## src/rtl/cache_write_buffer.sv

```systemverilog
// cache_write_buffer: posted-write buffer between the cache memory-side port
// and main memory. Cache writes are queued in a DEPTH-entry FIFO and acked
// at once; the FIFO drains to memory in the background. Reads go to memory,
// or are answered from the youngest matching buffered write so memory never
// returns stale data.
//
// Configuration macro: WB_FORWARD_EN
//   defined   : read hits are answered directly from the buffer
//   undefined : read hits wait in RD_STALL until no buffered entry matches,
//               then go to memory (no forwarding mux is built)
//
// Ports:
//   clk, reset                      clock, synchronous active-high reset
//   cache_req_val/rdy/msg           request from cache (mem_req_4B_t)
//   cache_resp_val/rdy/msg          response to cache (mem_resp_4B_t)
//   mem_req_val/rdy/msg             request to memory (mem_req_4B_t)
//   mem_resp_val/rdy/msg            response from memory (mem_resp_4B_t)
//   drain                           level request to empty the buffer
//   drain_done                      one-cycle pulse once drain is satisfied

package mem_msg_pkg;
   localparam logic [3:0] MEM_READ  = 4'd0;
   localparam logic [3:0] MEM_WRITE = 4'd1;

   typedef struct packed {
      logic [3:0]  type_;
      logic [7:0]  opaque;
      logic [31:0] addr;
      logic [1:0]  len;
      logic [31:0] data;
   } mem_req_4B_t;

   typedef struct packed {
      logic [3:0]  type_;
      logic [7:0]  opaque;
      logic [1:0]  test;
      logic [1:0]  len;
      logic [31:0] data;
   } mem_resp_4B_t;
endpackage

module cache_write_buffer
   import mem_msg_pkg::*;
#(
   parameter int DEPTH = 4
) (
   input  logic         clk,
   input  logic         reset,
   input  logic         cache_req_val,
   output logic         cache_req_rdy,
   input  mem_req_4B_t  cache_req_msg,
   output logic         cache_resp_val,
   input  logic         cache_resp_rdy,
   output mem_resp_4B_t cache_resp_msg,
   output logic         mem_req_val,
   input  logic         mem_req_rdy,
   output mem_req_4B_t  mem_req_msg,
   input  logic         mem_resp_val,
   output logic         mem_resp_rdy,
   input  mem_resp_4B_t mem_resp_msg,
   input  logic         drain,
   output logic         drain_done
);

   localparam int PW = $clog2(DEPTH);
   localparam logic [PW:0] FULL_CNT = (PW+1)'(DEPTH);

   typedef enum logic [2:0] {
      IDLE     = 3'd0,
      RD_ISSUE = 3'd1,
      RD_WAIT  = 3'd2,
      RESP     = 3'd3
`ifndef WB_FORWARD_EN
      , RD_STALL = 3'd4
`endif
   } state_t;

   state_t        state_r, state_next_s;
   logic [31:0]   addr_q_r [DEPTH];
   logic [31:0]   data_q_r [DEPTH];
   logic [PW-1:0] head_r, tail_r;
   logic [PW:0]   count_r, count_next_s;
   mem_req_4B_t   rd_req_r;
   mem_resp_4B_t  resp_r;
   logic          drain_done_r, armed_r;

   logic          req_is_write_s, full_s, req_acc_s, enq_s, pop_s, hit_s;
   logic [29:0]   cmp_addr_s;
`ifdef WB_FORWARD_EN
   logic [31:0]   hit_data_s;
`endif

   // Length and test fields are fixed to zero for word accesses.
   logic unused_fields_s;
   assign unused_fields_s = ^{cache_req_msg.len, mem_resp_msg.test, mem_resp_msg.len};

   assign req_is_write_s = (cache_req_msg.type_ == MEM_WRITE);
   assign full_s         = (count_r == FULL_CNT);
   assign cache_req_rdy  = (state_r == IDLE) && !(req_is_write_s && full_s);
   assign req_acc_s      = cache_req_val && cache_req_rdy;
   assign enq_s          = req_acc_s && req_is_write_s;
   // A read waiting in RD_ISSUE owns the memory port.
   assign pop_s          = (count_r != (PW+1)'(0)) && (state_r != RD_ISSUE) && mem_req_rdy;
   assign count_next_s   = count_r + (PW+1)'(enq_s) - (PW+1)'(pop_s);

   assign cache_resp_val = (state_r == RESP);
   assign cache_resp_msg = resp_r;
   assign mem_req_val    = (state_r == RD_ISSUE) || (count_r != (PW+1)'(0));
   assign mem_resp_rdy   = 1'b1;
   assign drain_done     = drain_done_r;

   // Address match against every valid entry, oldest to youngest, so the
   // last match recorded is the youngest one.
   always_comb begin
      hit_s = 1'b0;
`ifdef WB_FORWARD_EN
      hit_data_s = 32'd0;
      cmp_addr_s = cache_req_msg.addr[31:2];
`else
      if (state_r == RD_STALL) begin
         cmp_addr_s = rd_req_r.addr[31:2];
      end else begin
         cmp_addr_s = cache_req_msg.addr[31:2];
      end
`endif
      for (int i = 0; i < DEPTH; i++) begin
         if (((PW+1)'(i) < count_r) && (addr_q_r[head_r + PW'(i)][31:2] == cmp_addr_s)) begin
            hit_s = 1'b1;
`ifdef WB_FORWARD_EN
            hit_data_s = data_q_r[head_r + PW'(i)];
`endif
         end else begin
            hit_s = hit_s;
         end
      end
   end

   // Next-state logic of the request FSM.
   always_comb begin
      state_next_s = state_r;
      case (state_r)
         IDLE: begin
            if (req_acc_s) begin
               if (req_is_write_s) begin
                  state_next_s = RESP;
               end else if (hit_s) begin
`ifdef WB_FORWARD_EN
                  state_next_s = RESP;
`else
                  state_next_s = RD_STALL;
`endif
               end else begin
                  state_next_s = RD_ISSUE;
               end
            end else begin
               state_next_s = IDLE;
            end
         end
         RD_ISSUE: begin
            if (mem_req_rdy) state_next_s = RD_WAIT;
            else             state_next_s = RD_ISSUE;
         end
         RD_WAIT: begin
            if (mem_resp_val && (mem_resp_msg.type_ == MEM_READ)) state_next_s = RESP;
            else                                                  state_next_s = RD_WAIT;
         end
         RESP: begin
            if (cache_resp_rdy) state_next_s = IDLE;
            else                state_next_s = RESP;
         end
`ifndef WB_FORWARD_EN
         RD_STALL: begin
            if (!hit_s) state_next_s = RD_ISSUE;
            else        state_next_s = RD_STALL;
         end
`endif
         default: state_next_s = IDLE;
      endcase
   end

   // Memory request mux: latched read in RD_ISSUE, otherwise the FIFO head.
   always_comb begin
      mem_req_msg = '0;
      if (state_r == RD_ISSUE) begin
         mem_req_msg = rd_req_r;
      end else if (count_r != (PW+1)'(0)) begin
         mem_req_msg = '{MEM_WRITE, 8'd0, addr_q_r[head_r], 2'd0, data_q_r[head_r]};
      end else begin
         mem_req_msg = '0;
      end
   end

   // FIFO storage, written on enqueue only.
   always_ff @(posedge clk) begin
      if (enq_s) begin
         addr_q_r[tail_r] <= cache_req_msg.addr;
         data_q_r[tail_r] <= cache_req_msg.data;
      end
   end

   // State, FIFO pointers, response register and drain handshake.
   always_ff @(posedge clk) begin
      if (reset) begin
         state_r      <= IDLE;
         head_r       <= '0;
         tail_r       <= '0;
         count_r      <= '0;
         rd_req_r     <= '0;
         resp_r       <= '0;
         drain_done_r <= 1'b0;
         armed_r      <= 1'b1;
      end else begin
         state_r <= state_next_s;
         count_r <= count_next_s;
         if (enq_s) tail_r <= tail_r + PW'(1);
         if (pop_s) head_r <= head_r + PW'(1);

         if (req_acc_s && req_is_write_s) begin
            resp_r <= '{MEM_WRITE, cache_req_msg.opaque, 2'd0, 2'd0, 32'd0};
         end else if (req_acc_s) begin
            rd_req_r <= '{MEM_READ, cache_req_msg.opaque, cache_req_msg.addr, 2'd0, 32'd0};
`ifdef WB_FORWARD_EN
            if (hit_s) resp_r <= '{MEM_READ, cache_req_msg.opaque, 2'd0, 2'd0, hit_data_s};
`endif
         end else if ((state_r == RD_WAIT) && mem_resp_val && (mem_resp_msg.type_ == MEM_READ)) begin
            resp_r <= '{MEM_READ, mem_resp_msg.opaque, 2'd0, 2'd0, mem_resp_msg.data};
         end

         // Pulse registered on the count about to become zero, so it shows
         // in the first cycle the buffer is empty; re-arm when drain drops.
         drain_done_r <= drain && armed_r && (count_next_s == (PW+1)'(0));
         if (!drain) begin
            armed_r <= 1'b1;
         end else if (count_next_s == (PW+1)'(0)) begin
            armed_r <= 1'b0;
         end
      end
   end

endmodule

```

## config.mk

```make
export PLATFORM = sky130hd
export DESIGN_NAME = cache_write_buffer
export DESIGN_NICKNAME = d
export VERILOG_FILES = /design/src/rtl/cache_write_buffer.sv
export SDC_FILE = /design/constraint.sdc
export NUM_CORES = 1
export LEC_CHECK = 0
export CORE_ASPECT_RATIO = 2
export CORE_MARGIN = 2
export CORE_UTILIZATION = 25
export CTS_BUF_LIST = sky130_fd_sc_hd__clkbuf_8
export CTS_CLUSTER_DIAMETER = 120
export CTS_CLUSTER_SIZE = 28
export DETAILED_ROUTE_END_ITERATION = 10
export SYNTH_ARGS = -nofsm -noshare
export SYNTH_HDL_FRONTEND = slang
export SYNTH_SLANG_ARGS = --single-unit
```

## constraint.sdc

```tcl
create_clock -name clk -period 9.47 [get_ports clk]
set_input_delay 1.894 -clock clk [delete_from_list [all_inputs] [get_ports clk]]
set_output_delay 1.894 -clock clk [all_outputs]
set_load 0.01 [all_outputs]
```

==> summary.txt, run 1 <==
Run status
  • Outcome: completed

Floorplan
  • Core ar.: around 69000 µm²
  • Die height: approximately 380 µm
  • Starting Density: 0.253
  • IO Count: about 260
  • Die W: between 150 and 200 µm
  • Die area: between 70000 and 80000 µm²
  • Row count: between 100 and 150

GRT
  • Gr ovfl total: 0
  • First-pass GRT wire length: between 70000 and 80000 µm
  • Largest net degree at the start of global routing: 64
  • Initial antenna violation count: 5
  • Total track usage: 0.144
  • Vias in the first global route: between 10000 and 15000

CTS
  • Root buf cell: clkbuf_8
  • Clock tree from TritonCTS: done
  • Clock tree buffer depth: 3
  • CTS Hold Bufs: 0
  • Clock latency on the worst-skew pair: 620 ps
  • Htree depth: 1
  • Post-CTS Setup Repair Bufs: 0
  • CTS-repair resized insts: 0
  • CTS sink cnt: approximately 350
  • Clock-pin slew on the worst setup and hold paths: roughly 160 ps
  • TritonCTS Buffers: 16

Place
  • Post-DP HPWL: ~36000 µm
  • Global placement routability congestion: 0.848
  • Port bufs: roughly 240
  • Dpl cells: 2274

Logic synthesis
  • #FFs+latches synth: roughly 350
  • Yosys Warn Count: 0
  • Synth top area share: 0.442
  • Synthesized area per cell: ~14 µm²
  • Ys flop type: edfxtp_1
  • Synth top area cells: edfxtp_1 44%, mux4_2 18%, dfxtp_1 11%
  • Post-synth EDFFs: 256
  • Distinct cells, synth: 47
  • Mapped Area: roughly 17000 µm²
  • Synth async-reset ratio: 0
  • Sequential-to-total area share from yosys stat: 0.552
  • Gate Count Post-Synth: approximately 1200
  • Yosys top cell by area: edfxtp_1

Power
  • Peak supply drop: roughly 150 µV
  • P_leak: approximately 6.3 nW
  • Cell area power density: approximately 190 nW/µm²

STA
  • RSZ-0062 raised after global routing: false
  • Max-slew headroom: 0.225
  • Minimum hold slack: around 460 ps
  • Fin Setup TNS: 0 ps
  • Fmax: ~170 MHz
  • Final cycle utilization of the critical path: 0.619
  • Final setup violation count: 0
  • Pins Over Slew Limit: 0
  • Least-Margin Pin Slew: roughly 1200 ps
  • Post-Route Skew: 28.0 ps
  • Min Tclk post-route: between 5000 and 6000 ps
  • Final Hold Vio Count: 0

Drt
  • Vias: ~11000
  • WL final: ~52000 µm
  • Vias/cell: 4.79
  • DRC: 0
  • WL/cell: ~23 µm
  • First-iteration detailed-routing DRC count: 740
  • Post-DRT Antenna Nets: 0
  • First drt pass iteration count: 5

Critical path
  • Worst Setup SP: cache_req_msg[77]
  • Worst R2R Setup Slack: around 5300 ps
  • Worst EP arrival: 3970 ps
  • Reg2reg end: state_r[0]
  • Critical path class: in -> out
  • Startpoint Class: input pin
  • Worst reg2reg path startpoint: head_r[0]
  • Critical Path RT: between 7000 and 8000 ps
  • Worst Reg2Reg Path Length in Cells: 9
  • CP Capture Type: primary output
  • Peak fanout along the critical path: 4

Worst hold path
  • Hold Path End: cache_resp_msg[31]
  • Worst hold path class: reg -> reg
  • Hold Crit Start: cache_resp_msg[31]
  • Worst hold stages: 2

Layout
  • Most common cell after layout, fill and taps aside: edfxtp_1
  • Fin nets: about 1500
  • Layout area overhead: 20.6%
  • Commonest cells after routing, fill and taps aside: 256 x edfxtp_1, 243 x clkdlybuf4s50_1, 159 x nand2_1
  • Non-Filler Instances: about 2300
  • Layout cells sized above 1: 0.162

Flow run
  • Number of max-cap violations: 0
[metal layers]
metal	routed length, µm	part of all wire	GRT usage	up-vias
met4	2580	0.049	0.0728	8
met2	28300	0.54	0.267	358
li1	-	-	-	4914
met1	18800	0.36	0.158	5669
met5	48	0.00091	0	-
met3	2760	0.053	0.0207	80
[cells by family (layout without fill, tap and decap cells)]
logic type,Yosys count,after routing,share of synthesized area
AND/OR/NAND/NOR,279,279,0.0771
XOR/XNOR,124,124,0.0625
buffers and inverters,103,297,0.0290
other,2,14,0.000432
flip-flops,351,351,0.552
multiplexers,197,197,0.224
adder cells (fa/ha/maj),9,9,0.00691
AO/OA/AOI/OAI,134,134,0.0478
[cell type report]
cell class	count	area (µm²)
Antenna cell	1	2.50
Clock buffer	17	234
Clock inverter	10	50.0
Fill cell	6826	47800
Inverter	10	37.5
Multi-Input combinational cell	756	7360
Sequential cell	351	9600
Tap cell	897	1120
Timing Repair Buffer	260	2560
[synth_stat cells, types with 3 or more instances]
cell	n
inv_1	10
a22o_1	32
nand3b_1	3
mux2i_1	20
edfxtp_1	256
mux2i_2	16
dfxtp_1	95
xnor2_1	62
and2_1	46
mux2_2	13
mux4_2	140
nor2_1	15
a21oi_1	88
mux2i_4	8
buf_2	19
buf_1	9
a22oi_1	7
nor4_1	20
buf_4	18
ha_1	8
nand2_1	159
nand4_1	18
nor3_1	4
xor2_1	62
clkbuf_1	44
[power by group]
part           leakage [nW]  internal [mW]  switching [mW]
logic                  3.08          0.759           0.752
registers              3.08           1.68           0.100
clock network         0.177          0.172           0.467
total                  6.33           2.61            1.32
[worst max-delay path by stage]
stage	end	slack, ps	cells past startpoint
finish	cache_req_rdy	3610	4
global route	cache_req_rdy	3450	4
CTS	cache_req_rdy	3590	4
detailed placement	drain_done	3500	12
global placement	cache_req_rdy	3660	4
floorplan	addr_q_r[0][0]	4160	6
[sequential cells by signal (all words and copies together), names as in the netlist, named ones only]
register / flops
state_r: 3
cache_resp_msg: 41
rd_req_r: 40
data_q_r: 128
armed_r: 1
head_r: 2
drain_done: 1
tail_r: 2
addr_q_r: 128
count_r: 3
[worst max-delay path, stage by stage]
cell and delay [ps]:
clkdlybuf4s50_1 400, nor4b_1 830, a311oi_1 270, clkdlybuf4s50_1 570
[through the flow]
| step | setup WS (ps) | total power [mW] | instance area [µm²] | util |
|---|---|---|---|---|
| finish | 3610 | 3.93 | 21000 | 0.305 |
| floorplan | 4160 | 2.66 | 17400 | - |
| detailed placement | 3500 | 3.36 | 20700 | 0.301 |
| global placement | 3660 | 3.35 | 20700 | 0.301 |
| CTS | 3590 | 4.02 | 21000 | 0.305 |
| global route | 3450 | 4.12 | 21000 | 0.305 |
Note: power is estimated with default switching activity, not from simulation.
==> run 2: changes to the inputs <==
==> constraint.sdc (replaced) <==
create_clock -name clk -period 5.1 [get_ports clk]
set_input_delay 1.02 -clock clk [delete_from_list [all_inputs] [get_ports clk]]
set_output_delay 1.02 -clock clk [all_outputs]
set_load 0.01 [all_outputs]
==> run 2 against run 1 <==
  * Via count up 0.93%
  * Cell count is 0.70% higher
  * Critical path depth grew 1
  * Power up 88%
  * First-iteration DRC count shrank 15%
  * Clock skew increased by 8.4 ps
  * Die area unchanged
  * Design area up 1.1%
  * Hold slack gained 0.79 ps
  * Critical path type is now reg -> out
==> summary.txt, run 2 (synthesized netlist as in run 1, its figures left out) <==
Place
  • Global placement routability congestion: 0.853 (+0.67%)
  • Port bufs: 244 (unchanged)
  • Post-DP HPWL: 37600 µm (+5.6%)
  • Dpl cells: 2289 (+0.66%)

Critical path
  • Worst Reg2Reg Path Length in Cells: 11 (+2)
  • CP Capture Type: primary output
  • Worst R2R Setup Slack: 1220 ps (-4080 ps)
  • Startpoint Class: flop
  • Reg2reg end: state_r[0]
  • Peak fanout along the critical path: 24 (+20)
  • Worst EP arrival: 3210 ps (-760 ps)
  • Worst reg2reg path startpoint: state_r[2]
  • Critical Path RT: 4080 ps (-3500 ps)
  • Critical path class: reg -> out

Power
  • Cell area power density: 349 nW/µm² (+86%)
  • Peak supply drop: 319 µV (+120%)
  • P_leak: 6.44 nW (+1.8%)

CTS
  • CTS sink cnt: 351 (unchanged)
  • Clock tree buffer depth: 3 (unchanged)
  • TritonCTS Buffers: 16 (unchanged)
  • Clock-pin slew on the worst setup and hold paths: 180 ps (+20 ps)
  • Clock tree from TritonCTS: done
  • CTS-repair resized insts: 0 (unchanged)
  • Clock latency on the worst-skew pair: 600 ps (-20 ps)
  • Htree depth: 1 (unchanged)
  • Root buf cell: clkbuf_8
  • CTS Hold Bufs: 0 (unchanged)
  • Post-CTS Setup Repair Bufs: 0 (unchanged)

Worst hold path
  • Worst hold stages: 2 (unchanged)
  • Worst hold path class: reg -> reg
  • Hold Crit Start: rd_req_r[70]
  • Hold Path End: rd_req_r[70]

STA
  • Pins Over Slew Limit: 0 (unchanged)
  • Post-Route Skew: 36.3 ps (+8.37 ps)
  • Fin Setup TNS: 0 ps (unchanged)
  • Final setup violation count: 0 (unchanged)
  • Fmax: roughly 240 MHz
  • Max-slew headroom: 0.169 (-0.0558)
  • Least-Margin Pin Slew: 1240 ps (+83.5 ps)
  • Final cycle utilization of the critical path: 0.828
  • Min Tclk post-route: roughly 4200 ps
  • Final Hold Vio Count: 0 (unchanged)
  • RSZ-0062 raised after global routing: false

Drt
  • Vias: 11100 (+0.93%)
  • First drt pass iteration count: 5 (unchanged)
  • Post-DRT Antenna Nets: 0 (unchanged)
  • DRC: 0 (unchanged)
  • WL/cell: 23.0 µm (+0.71%)
  • First-iteration detailed-routing DRC count: 632 (-15%)
  • Vias/cell: 4.80 (+0.24%)
  • WL final: 53200 µm (+1.4%)

Floorplan
  • IO Count: 264 (unchanged)
  • Starting Density: 0.253 (unchanged)
  • Die area: 71800 µm² (unchanged)
  • Die W: 190 µm (unchanged)
  • Die height: 377 µm (unchanged)
  • Row count: 136 (unchanged)
  • Core ar.: 68700 µm² (unchanged)

Layout
  • Commonest cells after routing, fill and taps aside: 256 x edfxtp_1, 243 x clkdlybuf4s50_1, 159 x nand2_1
  • Most common cell after layout, fill and taps aside: edfxtp_1
  • Area of the multi-input gates: 7360 µm² (unchanged)
  • Final core occ: 0.308 (+0.00333)
  • Filler cell count: 6855 (+0.42%)
  • Reg area: 9600 µm² (unchanged)
  • Layout area overhead: 22.0%
  • Non-Filler Instances: 2318 (+0.70%)
  • Fin nets: 1552 (+0.98%)
  • Layout cells sized above 1: 0.170 (+0.00874)

GRT
  • Initial antenna violation count: 6 (+1)
  • Gr ovfl total: 0 (unchanged)
  • Vias in the first global route: 11900 (+2.3%)
  • First-pass GRT wire length: 77600 µm (+1.5%)
  • Largest net degree at the start of global routing: 44 (-31%)
  • Total track usage: 0.146 (+0.00160)

Flow run
  • Number of max-cap violations: 0 (unchanged)

Run status
  • Outcome: completed
## run 2: changes by cell type in the layout (fill, tap and decap cells not counted), sizes merged
cell / previous run / this run
inv: 19 / 20
buf: 17 / 32
## run 2: critical path, stage by stage (launching register included)
cell	delay [ps]
dfxtp_1	570
nor3b_2	120
nor2_4	810
buf_4	330
and2_1	180
clkdlybuf4s50_1	550
## run 2: worst max-delay path by stage
stage / cells past startpoint / endpoint / start
after detailed placement: 14 / drain_done / cache_req_msg[77]
final: 5 / mem_req_msg[2] / state_r[2]
after global routing: 5 / mem_req_msg[1] / state_r[1]
after global placement: 14 / drain_done / cache_req_msg[77]
after floorplan: 6 / addr_q_r[1][0] / cache_req_msg[74]
after CTS: 5 / mem_req_msg[2] / count_r[2]
## run 2: stage by stage
stage,power (mW),hold slack (ps),worst slack [ps],area (µm²)
finish,7.40,463,875,21200
global route,7.74,489,737,21200
CTS,7.53,468,778,21200
detailed placement,6.29,446,909,20900
global placement,6.28,440,842,20900
floorplan,4.95,430,662,17400
## run 2: area by class of cell
| class | instances | area share |
|---|---|---|
| diodes | 1 | 0.000118 |
| clock inverters | 11 | 0.00254 |
| inverters | 10 | 0.00177 |
| clock buffers | 17 | 0.0110 |
| multi-input cells | 756 | 0.347 |
| well taps | 897 | 0.0530 |
| repair buffers | 275 | 0.131 |
| flip-flops and latches | 351 | 0.453 |
## run 2: power by group
part	leakage [nW]	switching [mW]	internal [mW]	total, mW
Clock	0.182	0.888	0.321	1.21
Sequential	3.08	0.185	3.12	3.30
Combinational	3.18	1.42	1.47	2.89
Total	6.44	2.49	4.91	7.40
## run 2: routing by layer
metal | global-route usage | up-vias | wire length (µm)
met5 | 0 | - | 72
li1 | - | 4947 | -
met2 | 0.268 | 385 | 28300
met4 | 0.0784 | 8 | 2990
met1 | 0.159 | 5690 | 19200
met3 | 0.0218 | 102 | 2620
==> run 3: changes to the inputs <==
==> constraint.sdc (replaced) <==
create_clock -name clk -period 3.6 [get_ports clk]
set_input_delay 0.72 -clock clk [delete_from_list [all_inputs] [get_ports clk]]
set_output_delay 0.72 -clock clk [all_outputs]
set_load 0.01 [all_outputs]
==> run 3 against run 2 <==
  * Wire length up 3.0%
  * Cell count rose by 2.4%
  * Count of clock-buffer cells in the layout unchanged
  * Sequential share of layout area decreased by 1.1 points
  * Design area grew 2.6%
  * Worst setup slack got worse by 760 ps
  * First-iteration DRC count grew 18%
==> summary.txt, run 3 (synthesized netlist as in run 1, its figures left out) <==
Critical path
  • Crit-path slowest cell: nor4b_1
  • Crit-path cells: clkdlybuf4s50_1, nor4b_1, buf_4, a311oi_2, buf_4, clkdlybuf4s50_1
  • CP bufs+invs: 4 (+2)
  • CP Capture Type: primary output
  • Worst EP arrival: 2760 ps (-450 ps)
  • CP top delay family: buffers and inverters
  • Reg2reg end: state_r[0]
  • CP max stage delay: 570 ps (-240 ps)
  • Worst Setup SP: cache_req_msg[77]
  • Startpoint Class: input pin
  • Critical path class: in -> out
  • Worst R2R Setup Slack: 140 ps (-1080 ps)
  • Worst Reg2Reg Path Length in Cells: 9 (-2)
  • Peak fanout along the critical path: 4 (-83%)
  • Critical Path RT: 2880 ps (-1200 ps)
  • Worst reg2reg path startpoint: head_r[1]

GRT
  • Largest net degree at the start of global routing: 66 (+50%)
  • Total track usage: 0.150 (+0.00475)
  • Initial antenna violation count: 8 (+2)
  • First-pass GRT wire length: 79700 µm (+2.8%)
  • Gr ovfl total: 0 (unchanged)
  • Vias in the first global route: 12200 (+2.2%)

CTS
  • CTS Hold Bufs: 0 (unchanged)
  • Clock tree buffer depth: 3 (unchanged)
  • CTS sink cnt: 351 (unchanged)
  • Clock-pin slew on the worst setup and hold paths: 170 ps (about the same)
  • TritonCTS Buffers: 16 (unchanged)
  • Clock tree from TritonCTS: done
  • Root buf cell: clkbuf_8
  • Clock latency on the worst-skew pair: 620 ps (+20 ps)
  • Htree depth: 1 (unchanged)

Floorplan
  • IO Count: 264 (unchanged)
  • Row count: 136 (unchanged)
  • Die area: 71800 µm² (unchanged)
  • Core ar.: 68700 µm² (unchanged)
  • Die height: 377 µm (unchanged)
  • Die W: 190 µm (unchanged)
  • Starting Density: 0.253 (unchanged)

Drt
  • Top Metal Used: met5
  • First drt pass iteration count: 5 (unchanged)
  • Vias: 11400 (+2.4%)
  • WL/cell: 23.1 µm (+0.59%)
  • WL final: 54800 µm (+3.0%)
  • DRT met1 WL: 19400 µm (+0.81%)
  • Met2 wire length: 29200 µm (+3.0%)
  • Vias/cell: 4.80 (about the same)
  • WL met3: 2800 µm (+6.7%)
  • DRC: 0 (unchanged)
  • First-iteration detailed-routing DRC count: 747 (+18%)
  • Post-DRT Antenna Nets: 0 (unchanged)

STA
  • Final Hold Vio Count: 0 (unchanged)
  • Post-Route Skew: 29.1 ps (-7.27 ps)
  • RSZ-0062 raised after global routing: false
  • Least-Margin Pin Slew: 873 ps (-371 ps)
  • Final cycle utilization of the critical path: 0.968
  • Max-slew headroom: 0.414 (+0.245)
  • Pins Over Slew Limit: 0 (unchanged)
  • Final setup violation count: 0 (unchanged)
  • Minimum hold slack: 465 ps (+1.56 ps)
  • Min Tclk post-route: 3480 ps
  • Fmax: 287 MHz

Power
  • P_leak: 6.75 nW (+4.8%)
  • Tot Pwr: 10.7 mW (+44%)
  • Peak supply drop: 545 µV (+71%)
  • Cell area power density: 490 nW/µm² (+40%)

Layout
  • Layout area overhead: 25.1%
  • Commonest cells after routing, fill and taps aside: 256 x edfxtp_1, 243 x clkdlybuf4s50_1, 159 x nand2_1
  • Most common cell after layout, fill and taps aside: edfxtp_1
  • Non-Filler Instances: 2374 (+2.4%)
  • Filler cell count: 6819 (-0.53%)
  • Fin nets: 1607 (+3.5%)
  • Layout cells sized above 1: 0.204 (+0.0336)

Worst hold path
  • Hold Crit Start: rd_req_r[66]
  • Worst hold path class: reg -> reg
  • Worst hold stages: 2 (unchanged)
  • Hold Path End: rd_req_r[66]

Place
  • Post-DP HPWL: 40100 µm (+6.7%)
  • Global placement routability congestion: 0.897 (+5.1%)
  • Dpl cells: 2340 (+2.2%)
  • Port bufs: 244 (unchanged)

Flow run
  • Number of max-cap violations: 0 (unchanged)

Run status
  • Outcome: completed
==> run 3: layout make-up <==
cell class / instances / area (µm²) / share of cell area
Timing Repair Buffer: 330 / 3310 / 0.152
Inverter: 10 / 37.5 / 0.00173
Clock inverter: 11 / 53.8 / 0.00247
Multi-Input combinational cell: 756 / 7370 / 0.339
Antenna cell: 2 / 5.00 / 0.000230
Tap cell: 897 / 1120 / 0.0516
Sequential cell: 351 / 9610 / 0.442
Clock buffer: 17 / 234 / 0.0108
==> run 3: power breakdown <==
group          internal (mW)  switching, mW  total, mW  leakage (nW)
combinational           2.17           2.22       4.39          3.49
clock                  0.456           1.26       1.71         0.182
sequential              4.42          0.131       4.55          3.08
==> run 3: how the worst max path moves through the flow <==
stage                            endpoint  slack, ps  cells after the start
final                       cache_req_rdy        120                      6
after global routing      mem_req_msg[19]          3                      6
after CTS                 mem_req_msg[19]          5                      5
after detailed placement       drain_done       -340                     14
after global placement         drain_done       -300                     14
after floorplan                drain_done         70                     14
==> run 3: what timing repair did <==
| item | CTS | global route |
|---|---|---|
| setup endpoints to repair | 38 | 4 |
| setup buffers | 4 | 0 |
| pin swaps | 0 | 0 |
| resized for setup | 2 | 3 |
==> run 3: layer usage <==
metal  track usage  vias up
li1              -     5065
met1         0.159     5827
met2         0.276      382
met3        0.0246      108
met4        0.0908       12
met5             0        -
==> run 3: worst register-to-register path: cells and delay by family (launching register included) <==
kind,cells,cell delay [ps]
AO/OA/AOI/OAI,1,130
XOR/XNOR,1,700
buffers and inverters,2,440
flip-flops,1,610
multiplexers,1,560
AND/OR/NAND/NOR,4,980
==> run 3: metrics by stage <==
step / utilization / TNS, ps / setup slack [ps] / instance area, µm²
2_1_floorplan: - / 0 / 74.8 / 17400
3_3_place_gp: 0.311 / -536 / -302 / 21400
3_5_place_dp: 0.311 / -654 / -339 / 21400
4_1_cts: 0.316 / 0 / 5.32 / 21700
5_1_grt: 0.316 / 0 / 3.21 / 21700
6_report: 0.316 / 0 / 116 / 21700
